===== src/rtl/apu_regfile.sv =====
// CPU-facing sound register file: decodes NR10-NR14, NR21-NR24 and NR50-NR52 and drives the
// pulse-channel fields and strobes directly from registers.
module apu_regfile (
  input  logic        clk,
  input  logic        rst_n,
  input  logic        wr_en,
  input  logic        rd_en,
  input  logic [7:0]  addr,
  input  logic [7:0]  wdata,
  output logic [7:0]  rdata,
  output logic        rd_valid,
  input  logic [3:0]  ch_active,
  input  logic        sq1_freqWb_en,
  input  logic [10:0] sq1_freqWb,
  output logic [2:0]  sq1_swpPd,
  output logic [2:0]  sq1_shift,
  output logic        sq1_negate,
  output logic [1:0]  sq1_duty,
  output logic [5:0]  sq1_lenLoad,
  output logic [3:0]  sq1_startVol,
  output logic        sq1_envAdd,
  output logic [2:0]  sq1_period,
  output logic [10:0] sq1_freq,
  output logic        sq1_lenEnable,
  output logic        sq1_trigger,
  output logic        sq1_lenStrobe,
  output logic [1:0]  sq2_duty,
  output logic [5:0]  sq2_lenLoad,
  output logic [3:0]  sq2_startVol,
  output logic        sq2_envAdd,
  output logic [2:0]  sq2_period,
  output logic [10:0] sq2_freq,
  output logic        sq2_lenEnable,
  output logic        sq2_trigger,
  output logic        sq2_lenStrobe,
  output logic [7:0]  nr50,
  output logic [7:0]  nr51,
  output logic        power
);

  localparam logic [7:0] AddrNr10 = 8'h10;
  localparam logic [7:0] AddrNr11 = 8'h11;
  localparam logic [7:0] AddrNr12 = 8'h12;
  localparam logic [7:0] AddrNr13 = 8'h13;
  localparam logic [7:0] AddrNr14 = 8'h14;
  localparam logic [7:0] AddrNr21 = 8'h16;
  localparam logic [7:0] AddrNr22 = 8'h17;
  localparam logic [7:0] AddrNr23 = 8'h18;
  localparam logic [7:0] AddrNr24 = 8'h19;
  localparam logic [7:0] AddrNr50 = 8'h24;
  localparam logic [7:0] AddrNr51 = 8'h25;
  localparam logic [7:0] AddrNr52 = 8'h26;

  typedef struct packed {
    logic [1:0]  duty;
    logic [5:0]  len_load;
    logic [3:0]  start_vol;
    logic        env_add;
    logic [2:0]  period;
    logic [10:0] freq;
    logic        len_en;
  } pulse_t;

  pulse_t      sq1_q, sq1_d, sq2_q, sq2_d;
  logic [6:0]  nr10_q, nr10_d;
  logic [7:0]  nr50_q, nr50_d, nr51_q, nr51_d;
  logic        power_q, power_d;
  logic        sq1_trig_q, sq1_trig_d, sq2_trig_q, sq2_trig_d;
  logic        sq1_lstb_q, sq1_lstb_d, sq2_lstb_q, sq2_lstb_d;
  logic [7:0]  rdata_q, rdata_d;
  logic        rd_valid_q;
  logic [7:0]  rd_mux;

  always_comb begin
    sq1_d      = sq1_q;
    sq2_d      = sq2_q;
    nr10_d     = nr10_q;
    nr50_d     = nr50_q;
    nr51_d     = nr51_q;
    power_d    = power_q;
    sq1_trig_d = 1'b0;
    sq2_trig_d = 1'b0;
    sq1_lstb_d = 1'b0;
    sq2_lstb_d = 1'b0;

    // Sweep write-back first so a same-cycle CPU write overrides only the bits it touches.
    if (power_q && sq1_freqWb_en) sq1_d.freq = sq1_freqWb;

    if (wr_en && (power_q || addr == AddrNr52)) begin
      case (addr)
        AddrNr10: nr10_d = wdata[6:0];
        AddrNr11: begin
          sq1_d.duty     = wdata[7:6];
          sq1_d.len_load = wdata[5:0];
          sq1_lstb_d     = 1'b1;
        end
        AddrNr12: {sq1_d.start_vol, sq1_d.env_add, sq1_d.period} = wdata;
        AddrNr13: sq1_d.freq[7:0] = wdata;
        AddrNr14: begin
          sq1_d.freq[10:8] = wdata[2:0];
          sq1_d.len_en     = wdata[6];
          sq1_trig_d       = wdata[7];
        end
        AddrNr21: begin
          sq2_d.duty     = wdata[7:6];
          sq2_d.len_load = wdata[5:0];
          sq2_lstb_d     = 1'b1;
        end
        AddrNr22: {sq2_d.start_vol, sq2_d.env_add, sq2_d.period} = wdata;
        AddrNr23: sq2_d.freq[7:0] = wdata;
        AddrNr24: begin
          sq2_d.freq[10:8] = wdata[2:0];
          sq2_d.len_en     = wdata[6];
          sq2_trig_d       = wdata[7];
        end
        AddrNr50: nr50_d = wdata;
        AddrNr51: nr51_d = wdata;
        AddrNr52: begin
          power_d = wdata[7];
          if (!wdata[7]) begin
            sq1_d  = '0;
            sq2_d  = '0;
            nr10_d = '0;
            nr50_d = '0;
            nr51_d = '0;
          end
        end
        default: ;
      endcase
    end
  end

  // Unreadable bits read back as 1.
  always_comb begin
    rd_mux = 8'hFF;
    case (addr)
      AddrNr10: rd_mux = {1'b1, nr10_q};
      AddrNr11: rd_mux = {sq1_q.duty, 6'h3F};
      AddrNr12: rd_mux = {sq1_q.start_vol, sq1_q.env_add, sq1_q.period};
      AddrNr13: rd_mux = 8'hFF;
      AddrNr14: rd_mux = {1'b1, sq1_q.len_en, 6'h3F};
      AddrNr21: rd_mux = {sq2_q.duty, 6'h3F};
      AddrNr22: rd_mux = {sq2_q.start_vol, sq2_q.env_add, sq2_q.period};
      AddrNr23: rd_mux = 8'hFF;
      AddrNr24: rd_mux = {1'b1, sq2_q.len_en, 6'h3F};
      AddrNr50: rd_mux = nr50_q;
      AddrNr51: rd_mux = nr51_q;
      AddrNr52: rd_mux = {power_q, 3'b111, ch_active};
      default:  rd_mux = 8'hFF;
    endcase
    rdata_d = rd_en ? rd_mux : rdata_q;
  end

  always_ff @(posedge clk or negedge rst_n) begin
    if (!rst_n) begin
      sq1_q      <= '0;
      sq2_q      <= '0;
      nr10_q     <= '0;
      nr50_q     <= '0;
      nr51_q     <= '0;
      power_q    <= 1'b0;
      sq1_trig_q <= 1'b0;
      sq2_trig_q <= 1'b0;
      sq1_lstb_q <= 1'b0;
      sq2_lstb_q <= 1'b0;
      rdata_q    <= '0;
      rd_valid_q <= 1'b0;
    end else begin
      sq1_q      <= sq1_d;
      sq2_q      <= sq2_d;
      nr10_q     <= nr10_d;
      nr50_q     <= nr50_d;
      nr51_q     <= nr51_d;
      power_q    <= power_d;
      sq1_trig_q <= sq1_trig_d;
      sq2_trig_q <= sq2_trig_d;
      sq1_lstb_q <= sq1_lstb_d;
      sq2_lstb_q <= sq2_lstb_d;
      rdata_q    <= rdata_d;
      rd_valid_q <= rd_en;
    end
  end

  assign rdata         = rdata_q;
  assign rd_valid      = rd_valid_q;
  assign sq1_swpPd     = nr10_q[6:4];
  assign sq1_negate    = nr10_q[3];
  assign sq1_shift     = nr10_q[2:0];
  assign sq1_duty      = sq1_q.duty;
  assign sq1_lenLoad   = sq1_q.len_load;
  assign sq1_startVol  = sq1_q.start_vol;
  assign sq1_envAdd    = sq1_q.env_add;
  assign sq1_period    = sq1_q.period;
  assign sq1_freq      = sq1_q.freq;
  assign sq1_lenEnable = sq1_q.len_en;
  assign sq1_trigger   = sq1_trig_q;
  assign sq1_lenStrobe = sq1_lstb_q;
  assign sq2_duty      = sq2_q.duty;
  assign sq2_lenLoad   = sq2_q.len_load;
  assign sq2_startVol  = sq2_q.start_vol;
  assign sq2_envAdd    = sq2_q.env_add;
  assign sq2_period    = sq2_q.period;
  assign sq2_freq      = sq2_q.freq;
  assign sq2_lenEnable = sq2_q.len_en;
  assign sq2_trigger   = sq2_trig_q;
  assign sq2_lenStrobe = sq2_lstb_q;
  assign nr50          = nr50_q;
  assign nr51          = nr51_q;
  assign power         = power_q;

endmodule

===== config.mk =====
export PLATFORM = sky130hd
export DESIGN_NAME = apu_regfile
export DESIGN_NICKNAME = d
export VERILOG_FILES = /design/src/rtl/apu_regfile.sv
export SDC_FILE = /design/constraint.sdc
export NUM_CORES = 1
export LEC_CHECK = 0
export ABC_AREA = 1
export CORE_MARGIN = 2
export CORE_UTILIZATION = 43
export DETAILED_ROUTE_END_ITERATION = 7
export PLACE_DENSITY = 0.88
export SETUP_SLACK_MARGIN = 0.4
export SYNTH_ARGS = -nofsm -noshare
export SYNTH_HDL_FRONTEND = slang
export SYNTH_SLANG_ARGS = --single-unit

===== constraint.sdc =====
create_clock -name clk -period 1.5 [get_ports clk]
set_input_delay 0.15 -clock clk [delete_from_list [all_inputs] [get_ports clk]]
set_output_delay 0.15 -clock clk [all_outputs]
set_load 0.005 [all_outputs]

Word-level counts from Yosys, hierarchy flattened
Index checks and enable logic that the tools add are counted.

Register bits after elaboration: 93. Bits of input ports: 36. Output and inout port bits: 93. Word-level logic and storage cells: 90.

Reductions and logical operators: 24. Multiplexer cells: 28. Equal/unequal tests: 13.

Operators with widths (number): $pmux W8 S2 (8); $pmux W8 S10 (1); $eq A8 B5 Y1 const B (9); $mux W28 (2); $reduce_and A3 Y1 (10); $eq A8 B6 Y1 const B (3); $reduce_bool A2 Y1 (10); $pmux W7 S2 (1); $mux W12 (1); $pmux W3 S2 (2); $mux W11 (1); $mux W1 (8); $mux W8 (1); $mux W7 (1); $pmux W1 S2 (2); $logic_and A1 B1 Y1 (2); $ne A2 B2 Y1 const B (1); $reduce_and A2 Y1 (1); $logic_or A1 B1 Y1 (1).

Depth between registers and ports, before layout
Depth in word-level cells: 5. Depth in mapped cells: 11.

Worst setup path after synthesis
No wires, ideal clock.

Path type: register -> register. From: reg power_q, in the netlist power. To: reg sq1_q (netlist bit sq1_freq[10]). Stages on the path, launching flop included: 6. Arrival time: 1401 ps. Setup time: 121 ps. Required time: 1379 ps. Path slack: -22 ps. Path through: dfrtp_1 -> nand2_1 -> clkbuf_1 -> mux2_2 -> nand2_1 -> o21ai_1.

RTL lines: start, declared (RTL line 67) `logic power_q, power_d;`; start signal, assigned (RTL line 174) `power_q <= power_d;`; end signal, assigned (RTL line 169) `sq1_q <= sq1_d;`; end, declared (RTL line 64) `pulse_t sq1_q, sq1_d, sq2_q, sq2_d;`.

Worst setup path in the final report
From: reg power_q, in the netlist power. To: reg sq1_q (netlist bit sq1_period[1]).

Longest elaborated chain between the ends: 3.

Ends and longest elaborated chain: $logic_or A1 B1 Y1 (RTL line 89) `if (wr_en && (power_q || addr == AddrNr52)) begin`; $logic_and A1 B1 Y1 (RTL line 89); $reduce_and A3 Y1 (no source line).

Every way passes these cells. A chain may end at the register's enable or synchronous reset.

==> impl_metrics.prom <==
# TYPE chip_impl_metric gauge
chip_impl_metric{name="final_area",unit="um2"} 7700
chip_impl_metric{name="power",unit="mW"} 5.86
chip_impl_info{name="critical_path.endpoint",value="sq1_period[1]"} 1
chip_impl_metric{name="synth_seq_area_share",unit="%"} 54.2
chip_impl_metric{name="dpl.cell_count",unit=""} 841
chip_impl_metric{name="floorplan.die.height",unit="um"} 104
chip_impl_metric{name="hold-worst-slack",unit="ns"} 0.229
chip_impl_info{name="end_kind",value="register"} 1
chip_impl_metric{name="floorplan.io_pins",unit=""} 129
chip_impl_metric{name="maxSlewHeadroom",unit="%"} 59.5
chip_impl_metric{name="layout.cells.non_filler",unit=""} 950
chip_impl_info{name="worst_setup_path_startpoint",value="power"} 1
chip_impl_metric{name="area_delta_synth_final",unit="%"} 79.5
chip_impl_info{name="synth_top_family_by_area",value="simple AND/OR/NAND/NOR gates"} 1
chip_impl_metric{name="netlist.area_leader.share",unit="%"} 54.2
chip_impl_metric{name="ratio_of_cells_with_drive_above_1_in_the_final_layout",unit="%"} 53.1
chip_impl_metric{name="power_leakage",unit="nW"} 3.99
chip_impl_info{name="hold_path_class",value="primary input to register"} 1
chip_impl_metric{name="floorplan.core_area",unit="um2"} 9730
chip_impl_info{name="status",value="finished clean"} 1
chip_impl_metric{name="crit_fanout",unit=""} 8
chip_impl_metric{name="final_nets",unit=""} 848
chip_impl_metric{name="layout_min_cycle_time",unit="ns"} 1.36
chip_impl_info{name="top_usage_layer",value="met2"} 1
chip_impl_metric{name="timing.final.crit_share",unit="%"} 90.8
chip_impl_metric{name="clock_sinks",unit=""} 93
chip_impl_metric{name="syn_avg_cell_area",unit="um2"} 8.23
chip_impl_metric{name="power.switching_fraction",unit="%"} 26.4
chip_impl_metric{name="use_met2",unit="%"} 53.8
chip_impl_metric{name="reg2regPathDepth",unit=""} 6
chip_impl_metric{name="gr-total-overflow",unit=""} 0
chip_impl_metric{name="drv_cap",unit=""} 0
chip_impl_metric{name="syn_nets",unit=""} 557
chip_impl_info{name="path_class",value="register to register"} 1
chip_impl_metric{name="register_clock_pin_slew_on_the_reported_worst_setup_and_hold_paths",unit="ns"} 0.10
chip_impl_metric{name="grtUsageTotal",unit="%"} 32.3
chip_impl_metric{name="finalCoreUtilization",unit="%"} 79.2
chip_impl_metric{name="register_to_register_path_setup_slack",unit="ns"} 0.14
chip_impl_metric{name="grt.met3_usage",unit="%"} 5.89
chip_impl_metric{name="compound_cell_area_share_of_the_yosys_netlist",unit="%"} 11.5
chip_impl_metric{name="comb_power_share",unit="%"} 17.8
chip_impl_metric{name="timing.setup.tns",unit="ns"} 0
chip_impl_metric{name="place.gp.congestion",unit=""} 0.928
chip_impl_metric{name="post_synth_and_or_nand_nor_area_fraction",unit="%"} 27.4
chip_impl_metric{name="htreeDepth",unit=""} 3
chip_impl_metric{name="pre_cts_ws",unit="ns"} -0.549
chip_impl_metric{name="diodes",unit=""} 0
chip_impl_info{name="critical_path.startpoint_type",value="register"} 1
chip_impl_metric{name="p_int",unit="mW"} 4.32
chip_impl_metric{name="worst-endpoint-arrival",unit="ns"} 1.64
chip_impl_metric{name="synthesis.area",unit="um2"} 4290
chip_impl_metric{name="p_switching",unit="mW"} 1.55
chip_impl_info{name="synth_area_leader_cell",value="dfrtp_1"} 1
chip_impl_metric{name="postSynthRegisterBits",unit=""} 93
chip_impl_metric{name="synth.yosys.warnings",unit=""} 0
chip_impl_metric{name="route.detailed.wl_per_inst",unit="um"} 19.6
chip_impl_metric{name="final_max_slew_viol_count",unit=""} 0
chip_impl_metric{name="worst-endpoint-required",unit="ns"} 1.78
chip_impl_metric{name="detail_route.drc_violations",unit=""} 0
chip_impl_metric{name="setup_viol",unit=""} 0
chip_impl_metric{name="hpwl",unit="mm"} 11.0
chip_impl_metric{name="post_drt_via_cell_ratio",unit=""} 5.52
chip_impl_info{name="critical_path.reg2reg.endpoint",value="sq1_period[1]"} 1
chip_impl_metric{name="multiplexer_fraction_of_the_synthesized_cell_area",unit="%"} 2.68
chip_impl_metric{name="full_die_area",unit="um2"} 10800
chip_impl_info{name="tritoncts",value="built"} 1
chip_impl_metric{name="post_synth_xor_area_fraction",unit="%"} 0
chip_impl_metric{name="tightest_slew",unit="ns"} 0.605
chip_impl_info{name="grt_setup_unrepaired",value="true"} 1
chip_impl_metric{name="start_util",unit="%"} 44.1
chip_impl_metric{name="clockBufferDepth",unit=""} 2
chip_impl_metric{name="grt_first_pass_wirelength",unit="mm"} 27.1
chip_impl_metric{name="power_frac_clock",unit="%"} 36.4
chip_impl_info{name="cts-root-buf",value="clkbuf_8"} 1
chip_impl_metric{name="grt_max_degree",unit=""} 94
chip_impl_metric{name="power.density",unit="nW/um2"} 761
chip_impl_metric{name="clock.fmax",unit="GHz"} 0.735
chip_impl_metric{name="setup_ws",unit="ns"} 0.139
chip_impl_metric{name="hold_violations",unit=""} 0
chip_impl_metric{name="gr-usage-met1",unit="%"} 41.0
chip_impl_metric{name="std_cell_rows",unit=""} 36
chip_impl_metric{name="tritoncts.num_buffers",unit=""} 9
chip_impl_metric{name="antenna_violations_before_repair",unit=""} 0
chip_impl_metric{name="post_synth_num_cell_types",unit=""} 30
chip_impl_metric{name="skew",unit="ns"} 0.00575
chip_impl_metric{name="first_global_vias",unit=""} 5115
chip_impl_metric{name="drt_iter0_drc",unit=""} 429
chip_impl_metric{name="vdd.ir_drop.worst",unit="mV"} 0.589
chip_impl_metric{name="dpl-instance-area",unit="um2"} 6540
chip_impl_metric{name="power.share.sequential",unit="%"} 45.8
chip_impl_metric{name="routed_wirelength",unit="mm"} 18.6
chip_impl_metric{name="postSynthCellCount",unit=""} 521
chip_impl_metric{name="die_width",unit="um"} 104
chip_impl_info{name="rr_startpoint",value="power"} 1
chip_impl_metric{name="synth-adder-area-share",unit="%"} 0
chip_impl_metric{name="clkLatencyLatePin",unit="ns"} 0.38
chip_impl_metric{name="port-buffer-count",unit=""} 128
chip_impl_metric{name="drt_pass1_iterations",unit=""} 5
chip_impl_metric{name="postRouteAntennaNets",unit=""} 0
chip_impl_metric{name="vias",unit=""} 5244
chip_impl_info{name="yosys-top-cells-area",value="dfrtp_1 54%, nand2_1 14%, nor2_1 6.0%"} 1
-- per-layer routing --
layer	wire length, um	vias to the layer above
li1	-	2306
met1	6940	2548
met2	9350	318
met3	1410	72
met4	913	0
met5	0	-
-- cell type report --
class,instances,area (um2)
multi-input combinational,388,2540
sequential,93,2330
timing repair buffer,287,2260
fill,615,2030
tap,133,166
inverter,33,150
clock buffer,10,138
clock inverter,6,116
-- layout by cell type, fill, tap and decap left out, types with 6 or more instances in the layout --
cell             instances
buf_4                  123
buf_2                   96
dfrtp_1                 92
nand2_1                 91
nand2_2                 48
nor2_1                  46
o21ai_1                 46
nand3_1                 30
clkdlybuf4s50_1         25
inv_1                   24
o21ai_2                 22
buf_6                   21
nor2_4                  16
nand2_4                 15
buf_12                  15
nor2_2                  12
clkbuf_8                10
nand2_8                  8
o21ai_0                  8
nand3_2                  7
mux2i_1                  6
-- what timing repair did --
action / CTS / global route
gates cloned: 4 / 0
pin swaps: 53 / 33
setup buffers: 76 / 12
hold endpoints to repair: 93 / 0
hold buffers: 1 / 0
setup endpoints to repair: 185 / 102
gates resized for setup: 484 / 105
-- synth_stat cells (all sizes together) --
cell,instances
a21oi,2
nand3,39
nand2,161
inv,33
o31ai,2
nand3b,1
clkbuf,3
buf,8
nor2,74
mux2,4
o211ai,2
a22o,4
o22ai,3
nor3,4
nor3b,1
o21ai,78
dfrtp,93
nand4,2
mux2i,7
-- registers in the layout, indices dropped and copies added, names as in the netlist, 4 cells and up --
register / count
sq1_freq: 11
sq2_freq: 11
nr50: 8
nr51: 8
rdata: 8
nr10_q: 7
sq1_lenLoad: 6
sq2_lenLoad: 6
sq1_startVol: 4
sq2_startVol: 4
-- logic make-up (layout without fill, tap and decap cells) --
logic type	after synthesis	count (layout)
buffers and inverters	44	336
AOI/OAI and AO/OA	91	92
muxes	11	11
and+or+nand+nor	282	285
DFF	93	93
-- power by group through the flow --
| stage | clock network (mW) | logic, mW | registers, mW |
|---|---|---|---|
| 2_1_floorplan | 0 | 0.244 | 2.75 |
| 3_3_place_gp | 0 | 0.838 | 2.74 |
| 3_5_place_dp | 0 | 0.863 | 2.75 |
| 4_1_cts | 2.12 | 0.904 | 2.68 |
| 5_1_grt | 2.24 | 1.11 | 2.70 |
| 6_report | 2.13 | 1.04 | 2.69 |
-- critical path: stages, from the launching register on --
cell     delay [ns]
dfrtp_2        0.41
nand2_4        0.09
buf_6          0.14
buf_6          0.11
o21ai_4        0.17
nand2_4        0.12
a22o_1         0.21
-- worst min path at each step --
stage	cells after the start	slack, ns	from	endpoint
2_1_floorplan	0	-0.15	rst_n	nr10_q[0]
3_3_place_gp	2	0.22	rst_n	nr10_q[3]
3_5_place_dp	2	0.24	rst_n	nr10_q[5]
4_1_cts	4	0.20	addr[0]	sq1_lenStrobe
5_1_grt	4	0.24	addr[0]	sq1_lenStrobe
6_report	4	0.23	addr[0]	sq1_lenStrobe
No activity file was read; power rests on OpenSTA's default activity.
